File: config.mk
export PLATFORM = sky130hd
export DESIGN_NAME = banner_scroller
export DESIGN_NICKNAME = d
export VERILOG_FILES = /design/src/rtl/banner_scroller.sv
export SDC_FILE = /design/constraint.sdc
export NUM_CORES = 1
export LEC_CHECK = 0
export CAP_MARGIN = 20
export CELL_PAD_IN_SITES_DETAIL_PLACEMENT = 1
export CELL_PAD_IN_SITES_GLOBAL_PLACEMENT = 1
export CORE_UTILIZATION = 40
export DETAILED_ROUTE_END_ITERATION = 10
export GPL_ROUTABILITY_DRIVEN = 0
export MAX_ROUTING_LAYER = met4
export PLACE_DENSITY_LB_ADDON = 0.08
export SLEW_MARGIN = 25
export SYNTH_ARGS = -nofsm -noshare
export SYNTH_HDL_FRONTEND = slang
export SYNTH_SLANG_ARGS = --single-unit
File: constraint.sdc
create_clock -name clk -period 5.9 [get_ports clk]
set_input_delay 0.59 -clock clk [delete_from_list [all_inputs] [get_ports clk]]
set_output_delay 0.59 -clock clk [all_outputs]
set_load 0.03 [all_outputs]
File: src/rtl/banner_scroller.sv
// Banner scroller: steps a scroll offset through a column ROM on a tick/frame
// cadence and serves display-column lookups through a two-stage pipeline that
// matches an external ROM with a registered address.
//
// Handshake: col_req is a single-cycle request with no back-pressure. A request
// in cycle N drives rom_addr in cycle N. rom_data is captured at the end of
// cycle N+1, and col_valid is high for exactly one cycle, in cycle N+2.
// Any number of back-to-back requests is accepted, one per cycle.
module banner_scroller #(
  parameter int WIDTH    = 57,
  parameter int DEPTH    = 129,
  parameter int WIN      = 32,
  parameter int TICK_DIV = 2500000,
  localparam int AW      = $clog2(DEPTH),
  localparam int CW      = (WIN > 1) ? $clog2(WIN) : 1
) (
  input  logic             clk,
  input  logic             rst,
  input  logic             start,
  input  logic             pause,
  input  logic             mode,
  input  logic             dir,
  input  logic             frame_sync,
  input  logic             col_req,
  input  logic [CW-1:0]    col_idx,
  output logic [AW-1:0]    rom_addr,
  input  logic [WIDTH-1:0] rom_data,
  output logic [WIDTH-1:0] col_data,
  output logic             col_valid,
  output logic [AW-1:0]    offset,
  output logic             busy,
  output logic             done,
  output logic [1:0]       state_dbg
);

  localparam int TW = (TICK_DIV > 1) ? $clog2(TICK_DIV) : 1;
  localparam logic [TW-1:0] TICK_LAST = TW'(TICK_DIV - 1);
  localparam logic [AW-1:0] OFF_LAST  = AW'(DEPTH - 1);
  localparam logic [AW-1:0] OFF_END   = AW'(DEPTH - WIN);
  localparam logic [AW:0]   DEPTH_X   = (AW + 1)'(DEPTH);
  localparam logic [CW:0]   WIN_X     = (CW + 1)'(WIN);

  typedef enum logic [1:0] {
    S_IDLE  = 2'd0,
    S_RUN   = 2'd1,
    S_PAUSE = 2'd2,
    S_DONE  = 2'd3
  } state_t;

  state_t          state_q, state_d;
  logic [AW-1:0]   offset_q, offset_d;
  logic [TW-1:0]   tick_q, tick_d;
  logic            pend_q, pend_d;
  logic            done_q, done_d;
  logic            busy_q, busy_d;
  logic [AW-1:0]   step_off;
  logic            step_last;
  logic            tick_wrap;
  logic            step_en;

  logic [AW:0]     addr_sum;
  logic            blank_now;
  logic            req_q, blank_q;
  logic            col_valid_q;
  logic [WIDTH-1:0] col_data_q, col_data_d;

  // Offset one step ahead in the current direction, and whether that step
  // finishes a one-shot scroll.
  always_comb begin
    step_off  = offset_q;
    step_last = 1'b0;
    if (!dir) begin
      step_off  = (offset_q == OFF_LAST) ? '0 : offset_q + AW'(1);
      step_last = mode && (step_off == OFF_END);
    end else begin
      if (offset_q == '0) begin
        // One-shot reverse jumps to the last full window rather than DEPTH-1.
        step_off = mode ? OFF_END : OFF_LAST;
      end else begin
        step_off = offset_q - AW'(1);
      end
      step_last = mode && (step_off == '0);
    end
  end

  // Scroll control: start restarts from anywhere; ticks accrue only while
  // running, and a pending step is applied only on a frame boundary.
  always_comb begin
    state_d   = state_q;
    offset_d  = offset_q;
    tick_d    = tick_q;
    pend_d    = pend_q;
    done_d    = 1'b0;
    tick_wrap = (tick_q == TICK_LAST);
    step_en   = 1'b0;
    if (start) begin
      state_d  = S_RUN;
      offset_d = '0;
      tick_d   = '0;
      pend_d   = 1'b0;
    end else begin
      case (state_q)
        S_RUN: begin
          if (pause) begin
            state_d = S_PAUSE;
          end else begin
            tick_d  = tick_wrap ? '0 : tick_q + TW'(1);
            step_en = pend_q && frame_sync;
            // A wrap in the same cycle as an applied step re-arms one step.
            pend_d  = tick_wrap || (pend_q && !step_en);
            if (step_en) begin
              offset_d = step_off;
              if (step_last) begin
                state_d = S_DONE;
                done_d  = 1'b1;
              end
            end
          end
        end
        S_PAUSE: begin
          if (!pause) state_d = S_RUN;
        end
        default: ;
      endcase
    end
    busy_d = (state_d == S_RUN) || (state_d == S_PAUSE);
  end

  // Scroll state registers.
  always_ff @(posedge clk or posedge rst) begin
    if (rst) begin
      state_q  <= S_IDLE;
      offset_q <= '0;
      tick_q   <= '0;
      pend_q   <= 1'b0;
      done_q   <= 1'b0;
      busy_q   <= 1'b0;
    end else begin
      state_q  <= state_d;
      offset_q <= offset_d;
      tick_q   <= tick_d;
      pend_q   <= pend_d;
      done_q   <= done_d;
      busy_q   <= busy_d;
    end
  end

  // Lookup address (offset + column, folded once into the ROM range) and the
  // capture of the ROM word one cycle after the request.
  always_comb begin
    addr_sum  = {1'b0, offset_q} + (AW + 1)'(col_idx);
    rom_addr  = (addr_sum >= DEPTH_X) ? AW'(addr_sum - DEPTH_X) : addr_sum[AW-1:0];
    blank_now = ({1'b0, col_idx} >= WIN_X);
    col_data_d = col_data_q;
    if (req_q) col_data_d = blank_q ? '0 : rom_data;
  end

  // Lookup pipeline registers; reset drops anything in flight.
  always_ff @(posedge clk or posedge rst) begin
    if (rst) begin
      req_q       <= 1'b0;
      blank_q     <= 1'b0;
      col_valid_q <= 1'b0;
      col_data_q  <= '0;
    end else begin
      req_q       <= col_req;
      blank_q     <= blank_now;
      col_valid_q <= req_q;
      col_data_q  <= col_data_d;
    end
  end

  assign offset    = offset_q;
  assign busy      = busy_q;
  assign done      = done_q;
  assign col_data  = col_data_q;
  assign col_valid = col_valid_q;
  assign state_dbg = state_q;

endmodule

==> summary.md <==
| Metric | Value |
|---|---|
| Run status | complete, no violations |
| Clock Sinks | 94 |
| Share of the yosys chip area belonging to registers | 46.1% |
| Main area contributors after synthesis | sky130_fd_sc_hd__dfrtp_1, sky130_fd_sc_hd__mux2_2, sky130_fd_sc_hd__xnor2_1 |
| Aggregate global-route resource usage | 24.3% |
| Number of vias in the routed layout | between 4000 and 5000 |
| Clock root buffer | sky130_fd_sc_hd__clkbuf_16 |
| Core Area | 0.0122 mm^2 |
| Post-cts gate resize count | 0 |
| Post-layout min period | 4.77 ns |
| Starting density of the core | around two fifths |
| Critical path data arrival time | roughly 4.2 ns |
| Die area | between 0.01 and 0.015 mm^2 |
| Post-layout util | a little under three fifths |
| Peak fanout along the critical path | 6 |
| Post-Syn Nets | 563 |
| Cells after Synth | between 400 and 500 |
| Clock tree from TritonCTS | built |
| Global-route wire length before repair | 23800 um |
| Total clock buffers created by CTS | 9 |
| Dominant cell type by area after synthesis | sky130_fd_sc_hd__dfrtp_1 |
| P&R area growth vs syn | 37.2% |
| Antenna Nets Post-Route | 0 |
| Post-CTS Hold Buffers | 0 |
| Total setup buffers inserted after CTS | 0 |
| Lkg Pwr | 2.81 nW |
| Routed wire length | between 10000 and 15000 um |
| Avg WL per Cell | roughly 18 um |
| Worst clock skew | 0.00596 ns |
| Die span in x | about 110 um |
| Total design power | approximately 1.8 mW |
| Worst min-delay path category | reg2reg |
| Proportion of netlist area held by the largest area contributor | 46.1% |
| Sum of net half-perimeters after detailed placement | between 10000 and 15000 um |
| Startpoint Class | input pin |
| Number of flip-flops and latches in the synthesized netlist | between 90 and 100 |
| DR vias/cell | about 5.4 |
| Distinct cells, synth | 63 |
| Largest net degree at the start of global routing | 73 |
| Maximum Capacitance Violations | 0 |
| Congestion Overflow GR | 0 |
| Number of H-tree levels | 3 |
| Number of DRC violations after detailed-routing iteration 0 | approximately 180 |
| Delay of the slowest cell on the worst path | approximately 0.68 ns |
| Power per cell area | 252 mW/mm^2 |
| Remaining design rule violation count | 0 |
| Post-synth EDFFs | 0 |
| Fin Setup TNS | 0 ns |
| Clock Latency Late Sink | ~0.35 ns |
| Worst-case register-to-register setup slack | ~3.3 ns |
| Endpoint kind of the worst setup timing path | output port |
| Deepest clock path buffer count | 2 |
| Req. time, crit path | between 5 and 6 ns |
| Synthesized area | slightly above 0.005 mm^2 |
| Relative slew slack | between 40% and 50% |
| Most instantiated cells after synthesis | sky130_fd_sc_hd__dfrtp_1, sky130_fd_sc_hd__mux2_2, sky130_fd_sc_hd__nor2_1, sky130_fd_sc_hd__nand2_1, sky130_fd_sc_hd__o21ai_0 |
| Slowest CP cell | sky130_fd_sc_hd__clkdlybuf4s50_1 |
| Timing-limited maximum frequency | about 210 MHz |
| Die Y-Extent | about 110 um |
| Clock slew at reported path FFs | roughly 0.06 ns |
| Critical setup path kind | in2out |
| Slew @ Worst Pin | about 0.8 ns |
| Count of TritonRoute iterations in the first routing pass | 4 |
| Number of warnings issued by yosys | 0 |
| Final period util | 80.9% |
| Initial antenna violation count | 1 |
| Placement row count | 40 |
| Net count reported at finish | 697 |
| Most frequent cell after synthesis | sky130_fd_sc_hd__dfrtp_1 |
| Number of top-level pins | 148 |
| Setup Viol. Count Final | 0 |
| RSZ-0062 raised after global routing | false |
| Maximum ir drop on the vdd rail | around 180 uV |
| IO Port Bufs | approximately 150 |
| Final hold violation count | 0 |
| Cells traversed along the worst timing path | clkdlybuf4s50_1 -> ha_1 -> fa_1 -> inv_1 -> ha_1 -> and4b_1 -> a211o_1 -> o41ai_4 -> a21boi_0 -> xnor2_1 -> clkdlybuf4s50_1 |
| Primary FF master, synth | sky130_fd_sc_hd__dfrtp_1 |
| Share of synthesized flip-flops with an asynchronous set or reset | between 90% and 100% |
| Avg Synthesized Cell Area | about 11 um^2 |
| Fraction of final layout cells sized beyond drive strength 1 | between 10% and 20% |
| Vias in the first global route | approximately 4600 |
| Number of slew-limit violations in the final report | 0 |
## worst paths after layout
| path | from | end | cells after the start |
|---|---|---|---|
| worst max-delay path | col_idx[0] | rom_addr[3] | 11 |
| max in group asynchronous | rst | req_q$_DFF_PP0_ | 3 |
| min in group asynchronous | rst | state_dbg[1]$_DFF_PP0_ | 2 |
| worst min-delay path | col_data[45]$_DFFE_PP0P_ | col_data[45]$_DFFE_PP0P_ | 1 |
| worst max register to register | offset[0]$_DFFE_PP0P_ | state_dbg[1]$_DFF_PP0_ | 8 |
| worst min register to register | col_data[45]$_DFFE_PP0P_ | col_data[45]$_DFFE_PP0P_ | 1 |
## final cells by class
| type | instances | area, um^2 |
|---|---|---|
| Fill cell | 1356 | 5210 |
| Multi-Input combinational cell | 342 | 2580 |
| Clock buffer | 13 | 260 |
| Antenna cell | 1 | 2.50 |
| Clock inverter | 3 | 42.5 |
| Tap cell | 168 | 210 |
| Timing Repair Buffer | 149 | 1490 |
| Sequential cell | 94 | 2350 |
| Inverter | 17 | 65.1 |
## sequential cells by signal (all words and copies together) (netlist names)
signal and flops:
busy 1, tick_q 22, done 1, req_q 1, state_dbg 2, col_valid 1, offset 8, col_data 57
pend_q 1
## where the power goes
group / leakage, nW / total (mW) / switching, mW / internal (mW)
registers: 1.17 / 0.732 / 0.0359 / 0.696
clock network: 0.146 / 0.598 / 0.246 / 0.351
logic: 1.50 / 0.437 / 0.235 / 0.202
total: 2.81 / 1.77 / 0.517 / 1.25
## layout by cell type, fill, tap and decap left out, types with 6 or more instances in the layout
cell	n
sky130_fd_sc_hd__dfrtp_1	93
sky130_fd_sc_hd__nand4_1	8
sky130_fd_sc_hd__nor3_1	11
sky130_fd_sc_hd__clkdlybuf4s50_1	147
sky130_fd_sc_hd__nand3_1	13
sky130_fd_sc_hd__inv_1	16
sky130_fd_sc_hd__a211oi_1	6
sky130_fd_sc_hd__nor2_1	44
sky130_fd_sc_hd__mux2_2	59
sky130_fd_sc_hd__nand2_1	22
sky130_fd_sc_hd__clkbuf_16	9
sky130_fd_sc_hd__xor2_1	15
sky130_fd_sc_hd__nor4_1	7
sky130_fd_sc_hd__xnor2_1	19
sky130_fd_sc_hd__a21oi_1	18
sky130_fd_sc_hd__ha_1	13
sky130_fd_sc_hd__o21ai_0	20
## layer usage
metal	share of wire, %	vias up	GRT usage, %
li1	-	1989	-
met3	3.5	23	4.06
met5	0	-	-
met1	42	2118	27.7
met4	2.9	0	11.2
met2	52	89	41.6
## worst max-delay path, delay by kind of cell
| kind | cells | cell delay (ns) |
|---|---|---|
| and+or+nand+nor | 1 | 0.18 |
| adders and majority gates | 3 | 1.05 |
| buffers and inverters | 3 | 1.17 |
| AOI/OAI and AO/OA | 3 | 1.00 |
| xor gates and xnor gates | 1 | 0.17 |
## through the flow
stage	hold slack, ns	area [um^2]	worst slack, ns	std cells
2_1_floorplan	0.389	5100	2.11	479
3_3_place_gp	0.488	6690	1.25	770
3_5_place_dp	0.495	6690	1.12	770
4_1_cts	0.510	7000	1.12	786
5_1_grt	0.523	7000	0.946	787
6_report	0.505	7000	1.13	787
## cell families (layout without fill, tap and decap cells)
logic type,count (synthesis),in the layout,synth area share (%)
buffers and inverters,43,182,3.41
adder cells (fa/ha/maj),14,14,3.58
AO/OA/AOI/OAI,86,86,12.1
flip-flops,94,94,46.1
XOR/XNOR,34,34,5.83
other,0,1,0
AND/OR/NAND/NOR,146,146,15.3
multiplexers,62,62,13.7
(Power assumes the default switching activity.)
